## config.mk

```make
export PLATFORM = sky130hd
export DESIGN_NAME = wm8731_config_sequencer
export DESIGN_NICKNAME = d
export VERILOG_FILES = /design/src/rtl/wm8731_pkg.sv /design/src/rtl/i2c_byte_engine.sv /design/src/rtl/wm8731_config_sequencer.sv
export SDC_FILE = /design/constraint.sdc
export NUM_CORES = 1
export LEC_CHECK = 0
export CAP_MARGIN = 20
export CORE_ASPECT_RATIO = 0.5
export CORE_MARGIN = 2
export CORE_UTILIZATION = 50
export DETAILED_ROUTE_END_ITERATION = 7
export GPL_ROUTABILITY_DRIVEN = 0
export HOLD_SLACK_MARGIN = 0.02
export PLACE_DENSITY_LB_ADDON = 0.15
export SYNTH_ARGS = -nofsm -noshare
export SYNTH_HDL_FRONTEND = slang
export SYNTH_SLANG_ARGS = --single-unit
```

## constraint.sdc

```tcl
create_clock -name CLK -period 2.6 [get_ports CLK]
set_input_delay 0.78 -clock CLK [delete_from_list [all_inputs] [get_ports CLK]]
set_output_delay 0.78 -clock CLK [all_outputs]
set_load 0.01 [all_outputs]
```

## src/rtl/wm8731_pkg.sv

```systemverilog
// Shared constants for the WM8731 configuration sequencer: states, bit-engine
// commands, codec register map and the power-up register table.
package wm8731_pkg;

  typedef enum logic [3:0] {
    IDLE, LOAD, START_C, BIT, ACK, STOP_C, GAP, RUN, FAIL
  } state_e;

  // One command = one bus primitive; CMD_BYTE covers 8 data bits, CMD_ACK the 9th clock.
  typedef enum logic [2:0] {
    CMD_START, CMD_BYTE, CMD_ACK, CMD_STOP, CMD_IDLE
  } i2c_cmd_e;

  typedef struct packed {
    logic [6:0] addr;
    logic [8:0] data;
  } reg_wr_t;

  localparam logic [6:0] R_LINVOL  = 7'h00;
  localparam logic [6:0] R_RINVOL  = 7'h01;
  localparam logic [6:0] R_LHPVOL  = 7'h02;
  localparam logic [6:0] R_RHPVOL  = 7'h03;
  localparam logic [6:0] R_ANAPATH = 7'h04;
  localparam logic [6:0] R_DIGPATH = 7'h05;
  localparam logic [6:0] R_PWRDN   = 7'h06;
  localparam logic [6:0] R_IFACE   = 7'h07;
  localparam logic [6:0] R_SRATE   = 7'h08;
  localparam logic [6:0] R_ACTIVE  = 7'h09;
  localparam logic [6:0] R_RESET   = 7'h0F;

  localparam int INIT_LEN = 11;

  // Power-up order: soft reset first, interface active last.
  function automatic reg_wr_t init_entry(input logic [3:0] i);
    case (i)
      4'd0:    return '{R_RESET,   9'h000};
      4'd1:    return '{R_LINVOL,  9'h017};
      4'd2:    return '{R_RINVOL,  9'h017};
      4'd3:    return '{R_LHPVOL,  9'h079};
      4'd4:    return '{R_RHPVOL,  9'h079};
      4'd5:    return '{R_ANAPATH, 9'h012};
      4'd6:    return '{R_DIGPATH, 9'h000};
      4'd7:    return '{R_PWRDN,   9'h000};
      4'd8:    return '{R_IFACE,   9'h002};
      4'd9:    return '{R_SRATE,   9'h002};
      default: return '{R_ACTIVE,  9'h001};
    endcase
  endfunction

  // Byte sel of a write frame: device address/W, reg+data MSB, data LSBs.
  function automatic logic [7:0] frame_byte(input logic [1:0] sel, input logic [6:0] dev,
                                            input reg_wr_t w);
    case (sel)
      2'd0:    return {dev, 1'b0};
      2'd1:    return {w.addr, w.data[8]};
      default: return w.data[7:0];
    endcase
  endfunction

endpackage

```

## src/rtl/i2c_byte_engine.sv

```systemverilog
// I2C bit engine: quarter-bit tick divider, executes one bus primitive per
// command (start, 8-bit byte, ack clock, stop, idle bit) and samples ACK.
module i2c_byte_engine
  import wm8731_pkg::*;
#(
  parameter int DIV = 46
) (
  input  logic       CLK,
  input  logic       RESET_N,
  input  logic       cmd_vld,
  input  i2c_cmd_e   cmd,
  input  logic [7:0] cmd_byte,
  input  logic       sda_in,
  output logic       cmd_done,
  output logic       nack,
  output logic       scl,
  output logic       sda_oe
);

  localparam int DW = $clog2(DIV + 1);

  logic          busy;
  i2c_cmd_e      op;
  logic [7:0]    sh;
  logic [1:0]    q;
  logic [2:0]    nbit;
  logic [DW-1:0] div_cnt;
  logic          tick;
  logic          scl_d, oe_d;

  // Divider restarts with each command so every quarter is exactly DIV cycles.
  assign tick = busy && (div_cnt == DW'(DIV - 1));

  // Line levels for the current primitive and quarter.
  always_comb begin
    scl_d = 1'b1;
    oe_d  = 1'b0;
    case (op)
      CMD_START: oe_d = q[1];                 // SDA falls in q2 with SCL high
      CMD_BYTE: begin
        scl_d = (q == 2'd1) || (q == 2'd2);
        oe_d  = ~sh[7];
      end
      CMD_ACK:   scl_d = (q == 2'd1) || (q == 2'd2);
      CMD_STOP: begin
        scl_d = (q != 2'd0);
        oe_d  = (q != 2'd3);                  // SDA rises in q3 with SCL high
      end
      default: ;
    endcase
  end

  // Command sequencing: quarter/bit counters, shift and ACK sample.
  always_ff @(posedge CLK or negedge RESET_N) begin
    if (!RESET_N) begin
      busy     <= 1'b0;
      op       <= CMD_IDLE;
      sh       <= '0;
      q        <= '0;
      nbit     <= '0;
      div_cnt  <= '0;
      nack     <= 1'b0;
      cmd_done <= 1'b0;
    end else begin
      cmd_done <= 1'b0;
      if (cmd_vld && !busy) begin
        busy    <= 1'b1;
        op      <= cmd;
        sh      <= cmd_byte;
        q       <= '0;
        nbit    <= '0;
        div_cnt <= '0;
      end else if (busy) begin
        div_cnt <= tick ? '0 : div_cnt + 1'b1;
        if (tick) begin
          if (q == 2'd2 && op == CMD_ACK) nack <= sda_in;
          if (q == 2'd3) begin
            q <= '0;
            if (op == CMD_BYTE && nbit != 3'd7) begin
              nbit <= nbit + 3'd1;
              sh   <= {sh[6:0], 1'b0};
            end else begin
              busy     <= 1'b0;
              cmd_done <= 1'b1;
            end
          end else begin
            q <= q + 2'd1;
          end
        end
      end
    end
  end

  // Registered bus outputs; hold last level between commands.
  always_ff @(posedge CLK or negedge RESET_N) begin
    if (!RESET_N) begin
      scl    <= 1'b1;
      sda_oe <= 1'b0;
    end else if (busy) begin
      scl    <= scl_d;
      sda_oe <= oe_d;
    end
  end

endmodule

```

## src/rtl/wm8731_config_sequencer.sv

```systemverilog
// WM8731 configuration sequencer: writes the power-up table over I2C with
// per-frame NACK retry, then services runtime register writes.
module wm8731_config_sequencer
  import wm8731_pkg::*;
#(
  parameter int         CLK_RATE_HZ = 18432203,
  parameter int         I2C_RATE_HZ = 100000,
  parameter logic [6:0] DEV_ADDR    = 7'h1A,
  parameter int         RETRY_MAX   = 3
) (
  input  logic       CLK,
  input  logic       RESET_N,
  input  logic       START,
  input  logic       CFG_REQ,
  input  logic [6:0] CFG_ADDR,
  input  logic [8:0] CFG_DATA,
  output logic       CFG_ACK,
  output logic       BUSY,
  output logic       DONE,
  output logic       ERROR,
  output logic       CODEC_ENABLE,
  output logic       I2C_SCLK,
  output logic       I2C_SDAT_OE,
  input  logic       I2C_SDAT_IN
);

  localparam int         DIV_RAW = CLK_RATE_HZ / (4 * I2C_RATE_HZ);
  localparam int         DIV     = (DIV_RAW < 1) ? 1 : DIV_RAW;
  localparam logic [7:0] RMAX    = 8'(RETRY_MAX);
  localparam logic [3:0] LAST    = 4'(INIT_LEN - 1);

  state_e     state, state_n;
  logic [3:0] idx, idx_n;
  logic [1:0] sel, sel_n;
  logic [7:0] tries, tries_n;
  logic       nack_f, nack_f_n;
  logic       rt, rt_n;
  reg_wr_t    frame, frame_n;
  logic       done_n, err_n, cen_n;
  logic       cmd_vld, cmd_vld_n;
  i2c_cmd_e   cmd, cmd_n;
  logic [7:0] cmd_byte, cmd_byte_n;
  logic       eng_done, eng_nack;

  i2c_byte_engine #(.DIV(DIV)) u_eng (
    .CLK      (CLK),
    .RESET_N  (RESET_N),
    .cmd_vld  (cmd_vld),
    .cmd      (cmd),
    .cmd_byte (cmd_byte),
    .sda_in   (I2C_SDAT_IN),
    .cmd_done (eng_done),
    .nack     (eng_nack),
    .scl      (I2C_SCLK),
    .sda_oe   (I2C_SDAT_OE)
  );

  assign BUSY = !(state == IDLE || state == RUN || state == FAIL);

  // Next state, frame bookkeeping, retry policy and engine commands.
  always_comb begin
    state_n    = state;
    idx_n      = idx;
    sel_n      = sel;
    tries_n    = tries;
    nack_f_n   = nack_f;
    rt_n       = rt;
    frame_n    = frame;
    done_n     = DONE;
    err_n      = ERROR;
    cen_n      = CODEC_ENABLE;
    cmd_vld_n  = 1'b0;
    cmd_n      = cmd;
    cmd_byte_n = cmd_byte;
    CFG_ACK    = 1'b0;
    case (state)
      IDLE, RUN, FAIL: begin
        if (START) begin
          state_n = LOAD;
          idx_n   = '0;
          tries_n = '0;
          rt_n    = 1'b0;
          done_n  = 1'b0;
          err_n   = 1'b0;
          cen_n   = 1'b0;
        end else if (state == RUN && CFG_REQ) begin
          state_n = LOAD;
          tries_n = '0;
          rt_n    = 1'b1;
          frame_n = {CFG_ADDR, CFG_DATA};
        end
      end
      LOAD: begin
        if (!rt) frame_n = init_entry(idx);
        nack_f_n  = 1'b0;
        sel_n     = '0;
        state_n   = START_C;
        cmd_vld_n = 1'b1;
        cmd_n     = CMD_START;
      end
      START_C: if (eng_done) begin
        state_n    = BIT;
        cmd_vld_n  = 1'b1;
        cmd_n      = CMD_BYTE;
        cmd_byte_n = frame_byte(2'd0, DEV_ADDR, frame);
      end
      BIT: if (eng_done) begin
        state_n   = ACK;
        cmd_vld_n = 1'b1;
        cmd_n     = CMD_ACK;
      end
      ACK: if (eng_done) begin
        cmd_vld_n = 1'b1;
        if (eng_nack || sel == 2'd2) begin
          state_n  = STOP_C;
          nack_f_n = eng_nack;
          cmd_n    = CMD_STOP;
        end else begin
          state_n    = BIT;
          sel_n      = sel + 2'd1;
          cmd_n      = CMD_BYTE;
          cmd_byte_n = frame_byte(sel + 2'd1, DEV_ADDR, frame);
        end
      end
      STOP_C: if (eng_done) begin
        state_n   = GAP;
        cmd_vld_n = 1'b1;
        cmd_n     = CMD_IDLE;
      end
      GAP: if (eng_done) begin
        if (nack_f) begin
          if (tries == RMAX) begin
            state_n = FAIL;
            err_n   = 1'b1;
            done_n  = 1'b0;
            cen_n   = 1'b0;
          end else begin
            tries_n = tries + 8'd1;
            state_n = LOAD;
          end
        end else begin
          tries_n = '0;
          if (rt) begin
            CFG_ACK = 1'b1;
            rt_n    = 1'b0;
            state_n = RUN;
          end else if (idx == LAST) begin
            state_n = RUN;
            done_n  = 1'b1;
            cen_n   = 1'b1;
          end else begin
            idx_n   = idx + 4'd1;
            state_n = LOAD;
          end
        end
      end
      default: state_n = IDLE;
    endcase
  end

  // State and datapath registers.
  always_ff @(posedge CLK or negedge RESET_N) begin
    if (!RESET_N) begin
      state        <= IDLE;
      idx          <= '0;
      sel          <= '0;
      tries        <= '0;
      nack_f       <= 1'b0;
      rt           <= 1'b0;
      frame        <= '0;
      DONE         <= 1'b0;
      ERROR        <= 1'b0;
      CODEC_ENABLE <= 1'b0;
      cmd_vld      <= 1'b0;
      cmd          <= CMD_IDLE;
      cmd_byte     <= '0;
    end else begin
      state        <= state_n;
      idx          <= idx_n;
      sel          <= sel_n;
      tries        <= tries_n;
      nack_f       <= nack_f_n;
      rt           <= rt_n;
      frame        <= frame_n;
      DONE         <= done_n;
      ERROR        <= err_n;
      CODEC_ENABLE <= cen_n;
      cmd_vld      <= cmd_vld_n;
      cmd          <= cmd_n;
      cmd_byte     <= cmd_byte_n;
    end
  end

endmodule

```

==> summary.txt, run 1 <==
CTS
  • TritonCTS Buffers: 9
  • Clk Latency, worst-skew pair: 0.34 ns
  • Maximum clock insertion buffer count: 2
  • CTS H-tree depth: 3
  • Clk pin slew, worst setup/hold paths: 0.06 ns
  • TritonCTS clock tree: built
  • Clock root buffer: clkbuf_16
  • CTS Sinks: 77

Place
  • Worst slack at placement: 0.0936 ns
  • Post-DP Area: 4870 um2
  • Placed cell count: 606
  • I/O Buffers: 27
  • HPWL after DPL: 6.86 mm

Floorplan
  • I/O Pins: 28
  • Core area: 8650 um2
  • Placement Rows: 24
  • Die width: 137 um
  • Die area: 9640 um2
  • Starting Density: 51.0%
  • Die height: 70.4 um

STA
  • Slew @ Worst Pin: 0.578 ns
  • Hold Vio Cnt, Final: 0
  • Pins Over Slew Limit: 0
  • Post-route minimum period: 2.55 ns
  • Setup Viol. Count Final: 0
  • Hold_ws: 0.388 ns
  • Fin Clk Skew: 0.00602 ns
  • Setup TNS: 0 ns
  • FMAX: 392 MHz
  • Period Utilization, post-route: 98.0%
  • Worst rel slew slack: 61.5%
  • PnR worst setup slack: 0.0512 ns

Finish
  • Fin cells: 625
  • Layout cells sized above 1: 11.6%
  • Final non-filler cell area: 5170 um2
  • Util after Layout: 59.8%
  • Nets: 540
  • # diodes: 0
  • P&R area growth vs syn: 17.1%

Global routing
  • Vias in the first global route: 3403
  • Global-route wire length before repair: 16.8 mm
  • Largest net degree at the start of global routing: 45
  • Grt ovf: 0
  • Antenna violations before repair: 0
  • Total GRT Usage: 22.1%

Synth
  • Gate count after technology mapping: 472
  • Register area share after synthesis: 43.7%
  • Cell taking the most area after synthesis: dfrtp_1
  • Asr flop ratio synth: 100%
  • Post-Syn Nets: 509
  • Synthesized area per cell: 9.35 um2
  • Post-synth top cells: 74 x dfrtp_1, 44 x o21ai_0, 37 x nand2_1
  • Yosys top cell area share: 42.0%
  • Netlist cell types: 67
  • Cell with the most instances after synthesis: dfrtp_1
  • Synth Flop Type: dfrtp_1
  • Post-synth EDFFs: 0
  • Synth Register Bits: 77
  • Synth top area cells: dfrtp_1 42%, o21ai_0 5.0%, ha_1 4.5%, a21oi_1 3.5%, nand2_1 3.1%
  • Yosys warnings: 0
  • Post-Syn Area: 4410 um2

Drt
  • DRT iter0 DRCs: 270
  • Post-route ant nets: 0
  • Vias: 3520
  • Vias per cell: 5.63
  • Residual DRC count: 0
  • Routed Wire Length: 9.71 mm
  • DRT Pass-1 Iters: 4
  • DR WL/cell: 15.5 um

Critical path
  • Critical Path Source Type: flop
  • Crit end category: primary output
  • CP max FO: 7
  • Crit path DAT: 1.77 ns
  • CP Class: flop to primary output
  • Worst Path Required: 1.82 ns

Power
  • Pleak: 2.23 nW
  • Max IR drop VDD: 0.000340 V
  • Pwr Density: 475 nW/um2
  • Total chip power: 2.45 mW

Job
  • Max_cap viols: 0

Outcome
  • Outcome: finished, final reports clean

Hold path
  • Worst Hold Class: input pin to async pin
==> final timing paths <==
| kind | start | to | slack [ns] | depth (start not counted) |
|---|---|---|---|---|
| max | state[0] | BUSY | 0.05 | 3 |
| min | RESET_N | u_eng.div_cnt[3] | 0.39 | 1 |
| max reg2reg | idx[0] | idx[3] | 0.42 | 6 |
| min reg2reg | cmd_byte[5] | cmd_byte[5] | 0.48 | 1 |
| max in group asynchronous | RESET_N | frame[0] | 1.61 | 2 |
| min in group CLK | cmd_byte[5] | cmd_byte[5] | 0.48 | 1 |
==> cell families (layout without fill, tap and decap cells) <==
group / Yosys count / after routing / share of synthesized area [%]
AOI/OAI and AO/OA: 156 / 156 / 23.5
and+or+nand+nor: 151 / 151 / 18.8
DFF: 77 / 77 / 43.7
buffers and inverters: 52 / 88 / 4.93
adders and majority gates: 17 / 17 / 4.76
muxes: 13 / 13 / 3.06
xor gates and xnor gates: 6 / 6 / 1.19
==> cells in the final DEF (no fill, tap or decap), types with 11 or more instances in the layout <==
master,instances
o21ai_0,44
nand3_1,11
dfrtp_1,73
nand2_1,37
ha_1,16
o31ai_1,12
a21oi_1,31
inv_1,19
nand2b_1,11
buf_4,25
clkdlybuf4s50_1,25
nor2_1,31
==> routing by layer <==
| metal | GRT usage, % | share of wire, % | up-vias |
|---|---|---|---|
| met3 | 4.79 | 2.9 | 4 |
| met2 | 32.7 | 45 | 44 |
| met1 | 32.5 | 52 | 1680 |
| met4 | 6.53 | 0.55 | 0 |
| li1 | - | - | 1792 |
| met5 | 0 | 0 | - |
==> registers in the layout (all words and copies together), names as in the netlist <==
signal          count
cmd                 3
u_eng.op            3
nack_f              1
state               4
u_eng.nbit          3
u_eng.nack          1
ERROR               1
cmd_vld             1
CODEC_ENABLE        1
u_eng.scl           1
tries               8
cmd_byte            8
u_eng.div_cnt       6
u_eng.sh            8
frame              16
u_eng.busy          1
u_eng.q             2
u_eng.cmd_done      1
idx                 4
u_eng.sda_oe        1
sel                 2
rt                  1
==> critical path, stage by stage, from the launching register on <==
cell and delay (ns):
dfrtp_2 0.45, or3_1 0.37, and2_1 0.15, clkdlybuf4s50_1 0.47
==> report_power, final <==
part | switching (mW) | leakage [nW] | internal (mW)
sequential | 0.0136 | 0.996 | 1.21
combinational | 0.0410 | 1.11 | 0.0446
clock | 0.501 | 0.124 | 0.644
==> cell type report <==
cell class / count / area [um2]
clock buffers: 10 / 229
clock inverters: 6 / 41.3
fillers: 770 / 3480
inverters: 19 / 71.3
multi-input cells: 343 / 2270
flip-flops and latches: 77 / 1930
well taps: 117 / 146
repair buffers: 53 / 478
==> what timing repair did <==
item / CTS / global route
buffers inserted: 0 / 2
pin swaps: 0 / 1
hold buffers: 0 / 0
gates resized for setup: 2 / 1
endpoints found under the setup margin: 1 / 1
cloned: 0 / 0
hold endpoints to repair: 0 / 0
(Power assumes the default switching activity.)
==> run 2: changes to the inputs <==
CAP_MARGIN = default   (was 20)
==> run 2 against run 1 <==
Clock skew is essentially flat. Via count rose by 0.28%. Non-clock buffer count is 1 lower. Sequential share of layout area up 0.054 points. First-iteration DRC count rose by 2.6%. Largest cell class unchanged. Largest power group unchanged.
==> summary.txt, run 2 (synthesis results as in run 1) <==
Outcome
  • Outcome: finished, final reports clean

CTS
  • TritonCTS clock tree: built
  • Clock root buffer: clkbuf_16
  • TritonCTS Buffers: 9 (unchanged)
  • CTS Sinks: 77 (unchanged)
  • Maximum clock insertion buffer count: 2 (unchanged)
  • CTS H-tree depth: 3 (unchanged)
  • Clk pin slew, worst setup/hold paths: 0.06 ns (about the same)
  • Post-CTS Hold Buffers: 0 (unchanged)
  • Clk Latency, worst-skew pair: 0.34 ns (about the same)

Drt
  • Post-route ant nets: 0 (unchanged)
  • DRT iter0 DRCs: 277 (+2.6%)
  • Residual DRC count: 0 (unchanged)
  • DRT Pass-1 Iters: 5 (+1)
  • Vias per cell: 5.66 (+0.44%)
  • Routed Wire Length: 9.68 mm (-0.27%)
  • Vias: 3530 (+0.28%)
  • DR WL/cell: 15.5 um (-0.11%)

Finish
  • P&R area growth vs syn: 17.0%
  • Nets: 539 (-0.19%)
  • Layout cells sized above 1: 11.4% (-0.17 points)
  • Util after Layout: 59.7% (-0.087 points)
  • Fillers: 770 (unchanged)
  • Most flops, register: frame
  • Most common cell after layout, fill and taps aside: dfrtp_1
  • Flip-flop and latch area: 1930 um2 (unchanged)
  • Max reg flops: 16 (unchanged)
  • Final non-filler cell area: 5160 um2 (-0.15%)
  • Multi-input gate area: 2270 um2 (unchanged)
  • # diodes: 0 (unchanged)
  • Commonest non-fill, non-tap cells in the layout: 73 x dfrtp_1, 44 x o21ai_0, 37 x nand2_1

STA
  • Post-route minimum period: 2.55 ns (-0.00321 ns)
  • Worst rel slew slack: 30.4% (-31 points)
  • FMAX: 393 MHz (+0.13%)
  • Setup TNS: 0 ns (unchanged)
  • Pins Over Slew Limit: 0 (unchanged)
  • Period Utilization, post-route: 97.9% (-0.12 points)
  • Setup Viol. Count Final: 0 (unchanged)
  • Slew @ Worst Pin: 1.04 ns (+0.462 ns)
  • Hold Vio Cnt, Final: 0 (unchanged)
  • Fin Clk Skew: 0.00565 ns (-0.000370 ns)

Critical path
  • Crit end category: primary output
  • Critical Path Source Type: flop
  • CP Class: flop to primary output
  • Crit path DAT: 1.77 ns (about the same)
  • Worst Path Required: 1.82 ns (about the same)
  • CP max FO: 7 (unchanged)

Power
  • Max IR drop VDD: 0.000340 V (about the same)
  • Total chip power: 2.46 mW (+0.18%)
  • Pleak: 2.22 nW (-0.19%)
  • Pwr Density: 476 nW/um2 (+0.33%)

Place
  • HPWL after DPL: 6.86 mm (unchanged)
  • I/O Buffers: 27 (unchanged)
  • Post-DP Area: 4870 um2 (unchanged)

Floorplan
  • Starting Density: 51.0% (unchanged)
  • Die height: 70.4 um (unchanged)
  • I/O Pins: 28 (unchanged)
  • Core area: 8650 um2 (unchanged)
  • Die width: 137 um (unchanged)
  • Placement Rows: 24 (unchanged)
  • Die area: 9640 um2 (unchanged)

Hold path
  • Worst Hold Class: input pin to async pin

Global routing
  • Global-route wire length before repair: 16.8 mm (unchanged)
  • Grt ovf: 0 (unchanged)
  • Total GRT Usage: 22.1% (unchanged)
  • Antenna violations before repair: 0 (unchanged)
  • Largest net degree at the start of global routing: 45 (unchanged)
  • Vias in the first global route: 3403 (unchanged)

Job
  • Max_cap viols: 0 (unchanged)
run 2: worst max-delay path, stage by stage (launching register included):
cell,delay [ns]
dfrtp_2,0.45
or3_1,0.37
and2_1,0.14
clkdlybuf4s50_1,0.47
run 2: worst paths after layout:
path	from	end	slack [ns]	cells after the start
setup / recovery	state[0]	BUSY	0.05	3
hold / removal	RESET_N	u_eng.div_cnt[3]	0.39	1
setup reg to reg	idx[0]	idx[3]	0.42	6
hold reg to reg	cmd_byte[5]	cmd_byte[5]	0.48	1
max in group asynchronous	RESET_N	frame[0]	1.61	2
min in group CLK	cmd_byte[5]	cmd_byte[5]	0.48	1
run 2: cell type report:
| cell class | instances | area share, % |
|---|---|---|
| clock buffers | 10 | 4.44 |
| flip-flops and latches | 77 | 37.4 |
| inverters | 19 | 1.38 |
| repair buffers | 52 | 9.11 |
| clock inverters | 6 | 0.800 |
| well taps | 117 | 2.84 |
| multi-input cells | 343 | 44.0 |
run 2: per-layer routing:
layer / vias up / track usage, % / routed length, um
met5: - / 0 / 0
met2: 43 / 32.7 / 4330
li1: 1794 / - / -
met4: 0 / 6.53 / 50
met3: 4 / 4.79 / 308
met1: 1689 / 32.5 / 4990
run 2: where the power goes:
group | switching [mW] | leakage, nW | internal [mW]
sequential | 0.0138 | 0.996 | 1.21
combinational | 0.0410 | 1.10 | 0.0446
clock | 0.505 | 0.124 | 0.644
run 2: timing repair:
action	4_1_cts	5_1_grt
resized for setup	2	1
endpoints found under the setup margin	1	1
pin swaps	0	1
buffers inserted	0	2
run 2: stage by stage:
| step | setup WS, ns | cells | hold WS (ns) |
|---|---|---|---|
| 2_1_floorplan | 0.495 | 472 | 0.439 |
| 3_3_place_gp | 0.105 | 606 | 0.460 |
| 3_5_place_dp | 0.0936 | 606 | 0.467 |
| 4_1_cts | 0.0232 | 622 | 0.415 |
| 5_1_grt | -0.00254 | 624 | 0.429 |
| 6_report | 0.0544 | 624 | 0.387 |
==> run 3: changes to the inputs <==
CORE_ASPECT_RATIO = 1.5   (was 0.5)
GPL_TIMING_DRIVEN = 0   (was default)
==> run 3 against run 2 <==
Clock-buffer cell count grew 3. Routed wire length grew 5.4%. First-iteration DRC count shrank 39%. Clock skew shrank 0.0012 ns. Critical path depth grew 1. Sequential share of layout area is essentially flat. Flip-flop and latch count is the same. Critical endpoint unchanged. Largest power group unchanged. Highest routed layer unchanged.
==> summary.txt, run 3 (synthesis results as in run 1) <==
CTS
  • Maximum clock insertion buffer count: 2 (unchanged)
  • TritonCTS clock tree: built
  • CTS H-tree depth: 3 (unchanged)
  • Clock root buffer: clkbuf_16
  • TritonCTS Buffers: 9 (unchanged)
  • Clk pin slew, worst setup/hold paths: 0.06 ns (about the same)
  • Clk Latency, worst-skew pair: 0.33 ns (about the same)
  • CTS Sinks: 77 (unchanged)

Critical path
  • Crit path max-delay family: simple AND/OR/NAND/NOR gates
  • Capture point of the worst path: BUSY
  • CP Class: flop to primary output
  • Buf/Inv on CP: 2 (+1)
  • Worst Path Required: 1.82 ns (about the same)
  • Reg2reg path depth: 6 (unchanged)
  • Critical Path Source Type: flop
  • Critical-path cell list: or3_1 > clkbuf_1 > and2_1 > dlygate4sd2_1
  • WP depth: 4 (+1)
  • Slowest CP cell: dfrtp_1
  • Reg2reg start: u_eng.nbit[0]
  • CP max FO: 6 (-1)
  • RR Endpoint: u_eng.nbit[2]
  • Crit end category: primary output
  • R2r setup slk: 0.33 ns (-0.09 ns)
  • Crit path DAT: 1.67 ns (-0.10 ns)
  • Max incr delay on CP: 0.40 ns (-0.07 ns)
  • Worst Setup SP: state[0]

Finish
  • Max reg flops: 16 (unchanged)
  • Most flops, register: frame
  • Fin cells: 628 (+0.64%)
  • Final non-filler cell area: 5160 um2 (about the same)
  • Most common cell after layout, fill and taps aside: dfrtp_1
  • Commonest non-fill, non-tap cells in the layout: 73 x dfrtp_1, 44 x o21ai_0, 37 x nand2_1
  • P&R area growth vs syn: 16.8% (about the same)
  • Fillers: 795 (+3.2%)
  • Layout cells sized above 1: 8.69% (-2.8 points)
  • Nets: 551 (+2.2%)
  • # diodes: 0 (unchanged)
  • Util after Layout: 59.1% (-0.57 points)

Place
  • Post-DP Area: 4850 um2 (-0.54%)
  • HPWL after DPL: 7.51 mm (+9.5%)
  • Placed cell count: 610 (+0.66%)
  • I/O Buffers: 27 (unchanged)
  • Worst slack at placement: -0.113 ns (-0.206 ns)

Global routing
  • Grt ovf: 0 (unchanged)
  • Total GRT Usage: 23.5% (+1.4 points)
  • Largest net degree at the start of global routing: 54 (+20%)
  • Antenna violations before repair: 0 (unchanged)
  • Global-route wire length before repair: 17.7 mm (+5.3%)
  • Vias in the first global route: 3617 (+6.3%)

STA
  • Hold Vio Cnt, Final: 0 (unchanged)
  • RSZ-0062 raised after global routing: false
  • Hold_ws: 0.352 ns (-0.0345 ns)
  • Setup TNS: 0 ns (unchanged)
  • FMAX: 408 MHz (+3.8%)
  • PnR worst setup slack: 0.147 ns (+0.0921 ns)
  • Pins Over Slew Limit: 0 (unchanged)
  • Slew @ Worst Pin: 0.649 ns (-0.391 ns)
  • Period Utilization, post-route: 94.4% (-3.5 points)
  • Fin Clk Skew: 0.00441 ns (-0.00125 ns)
  • Setup Viol. Count Final: 0 (unchanged)
  • Worst rel slew slack: 56.1% (+26 points)
  • Post-route minimum period: 2.45 ns (-0.0921 ns)

Floorplan
  • Core area: 8720 um2 (+0.87%)
  • Die width: 80.7 um (-41%)
  • Placement Rows: 42 (+75%)
  • Die height: 119 um (+69%)
  • Starting Density: 50.6% (-0.44 points)
  • Die area: 9610 um2 (-0.32%)
  • I/O Pins: 28 (unchanged)

Drt
  • DRT Pass-1 Iters: 5 (unchanged)
  • Vias: 3672 (+4.0%)
  • Vias per cell: 5.85 (+3.4%)
  • DRT iter0 DRCs: 170 (-39%)
  • Post-route ant nets: 0 (unchanged)
  • DR WL/cell: 16.2 um (+4.7%)
  • Routed Wire Length: 10.2 mm (+5.4%)
  • Residual DRC count: 0 (unchanged)

Power
  • Max IR drop VDD: 0.000312 V (-8.3%)
  • Total chip power: 2.51 mW (+2.0%)
  • Pwr Density: 486 nW/um2 (+2.1%)
  • Pleak: 2.20 nW (-0.90%)

Hold path
  • Worst Hold Class: input pin to async pin

Job
  • Max_cap viols: 0 (unchanged)

Outcome
  • Outcome: finished, final reports clean
==> run 3: cell types whose count changed in the layout (fill, tap and decap cells not counted), sizes merged <==
cell and change:
clkbuf +26, clkinvlp -2, inv +1, buf -11
clkdlybuf4s50 -1, clkinv -3, dlygate4sd2 +1
==> run 3: worst min-delay path by stage <==
| stage | to | start | cells past startpoint |
|---|---|---|---|
| floorplan | u_eng.op[0] | cmd[0] | 2 |
| global placement | u_eng.op[0] | cmd[0] | 2 |
| detailed placement | cmd_byte[4] | cmd_byte[4] | 1 |
| CTS | u_eng.div_cnt[3] | RESET_N | 1 |
| global route | u_eng.div_cnt[3] | RESET_N | 1 |
| finish | u_eng.div_cnt[3] | RESET_N | 1 |
==> run 3: cell type report <==
class | count | area [um2] | area share [%]
flip-flops and latches | 77 | 1930 | 37.5
plain buffers | 33 | 149 | 2.89
inverters | 19 | 71.3 | 1.38
well taps | 110 | 138 | 2.67
clock buffers | 13 | 270 | 5.24
repair buffers | 31 | 315 | 6.11
multi-input cells | 343 | 2270 | 43.9
clock inverters | 2 | 16.3 | 0.315
==> run 3: power by group <==
part | internal [mW] | total, mW | switching, mW
Sequential | 1.21 | 1.22 | 0.0114
Clock | 0.723 | 1.20 | 0.474
Combinational | 0.0457 | 0.0902 | 0.0445
Total | 1.98 | 2.51 | 0.529
==> run 3: timing repair <==
item / in CTS / in global routing
setup endpoints to repair: 2 / 0
setup buffers: 3 / 0
hold buffers: 0 / 0
gates resized for setup: 5 / 0
==> run 3: routing by layer <==
| layer | vias to the layer above | wire [um] | share of wire, % | global-route usage, % |
|---|---|---|---|---|
| met5 | - | 0 | 0 | 0 |
| met3 | 15 | 262 | 2.6 | 3.94 |
| met4 | 0 | 182 | 1.8 | 8.05 |
| li1 | 1805 | - | - | - |
| met2 | 65 | 5310 | 52 | 40.3 |
| met1 | 1787 | 4440 | 44 | 29.7 |
==> run 3: worst reg2reg max path, stage by stage, from the launching register on <==
cell and delay (ns):
dfrtp_1 0.40, ha_1 0.21, ha_1 0.23, nor4b_4 0.45
nand2_1 0.24, nor2_1 0.42, mux2i_1 0.25
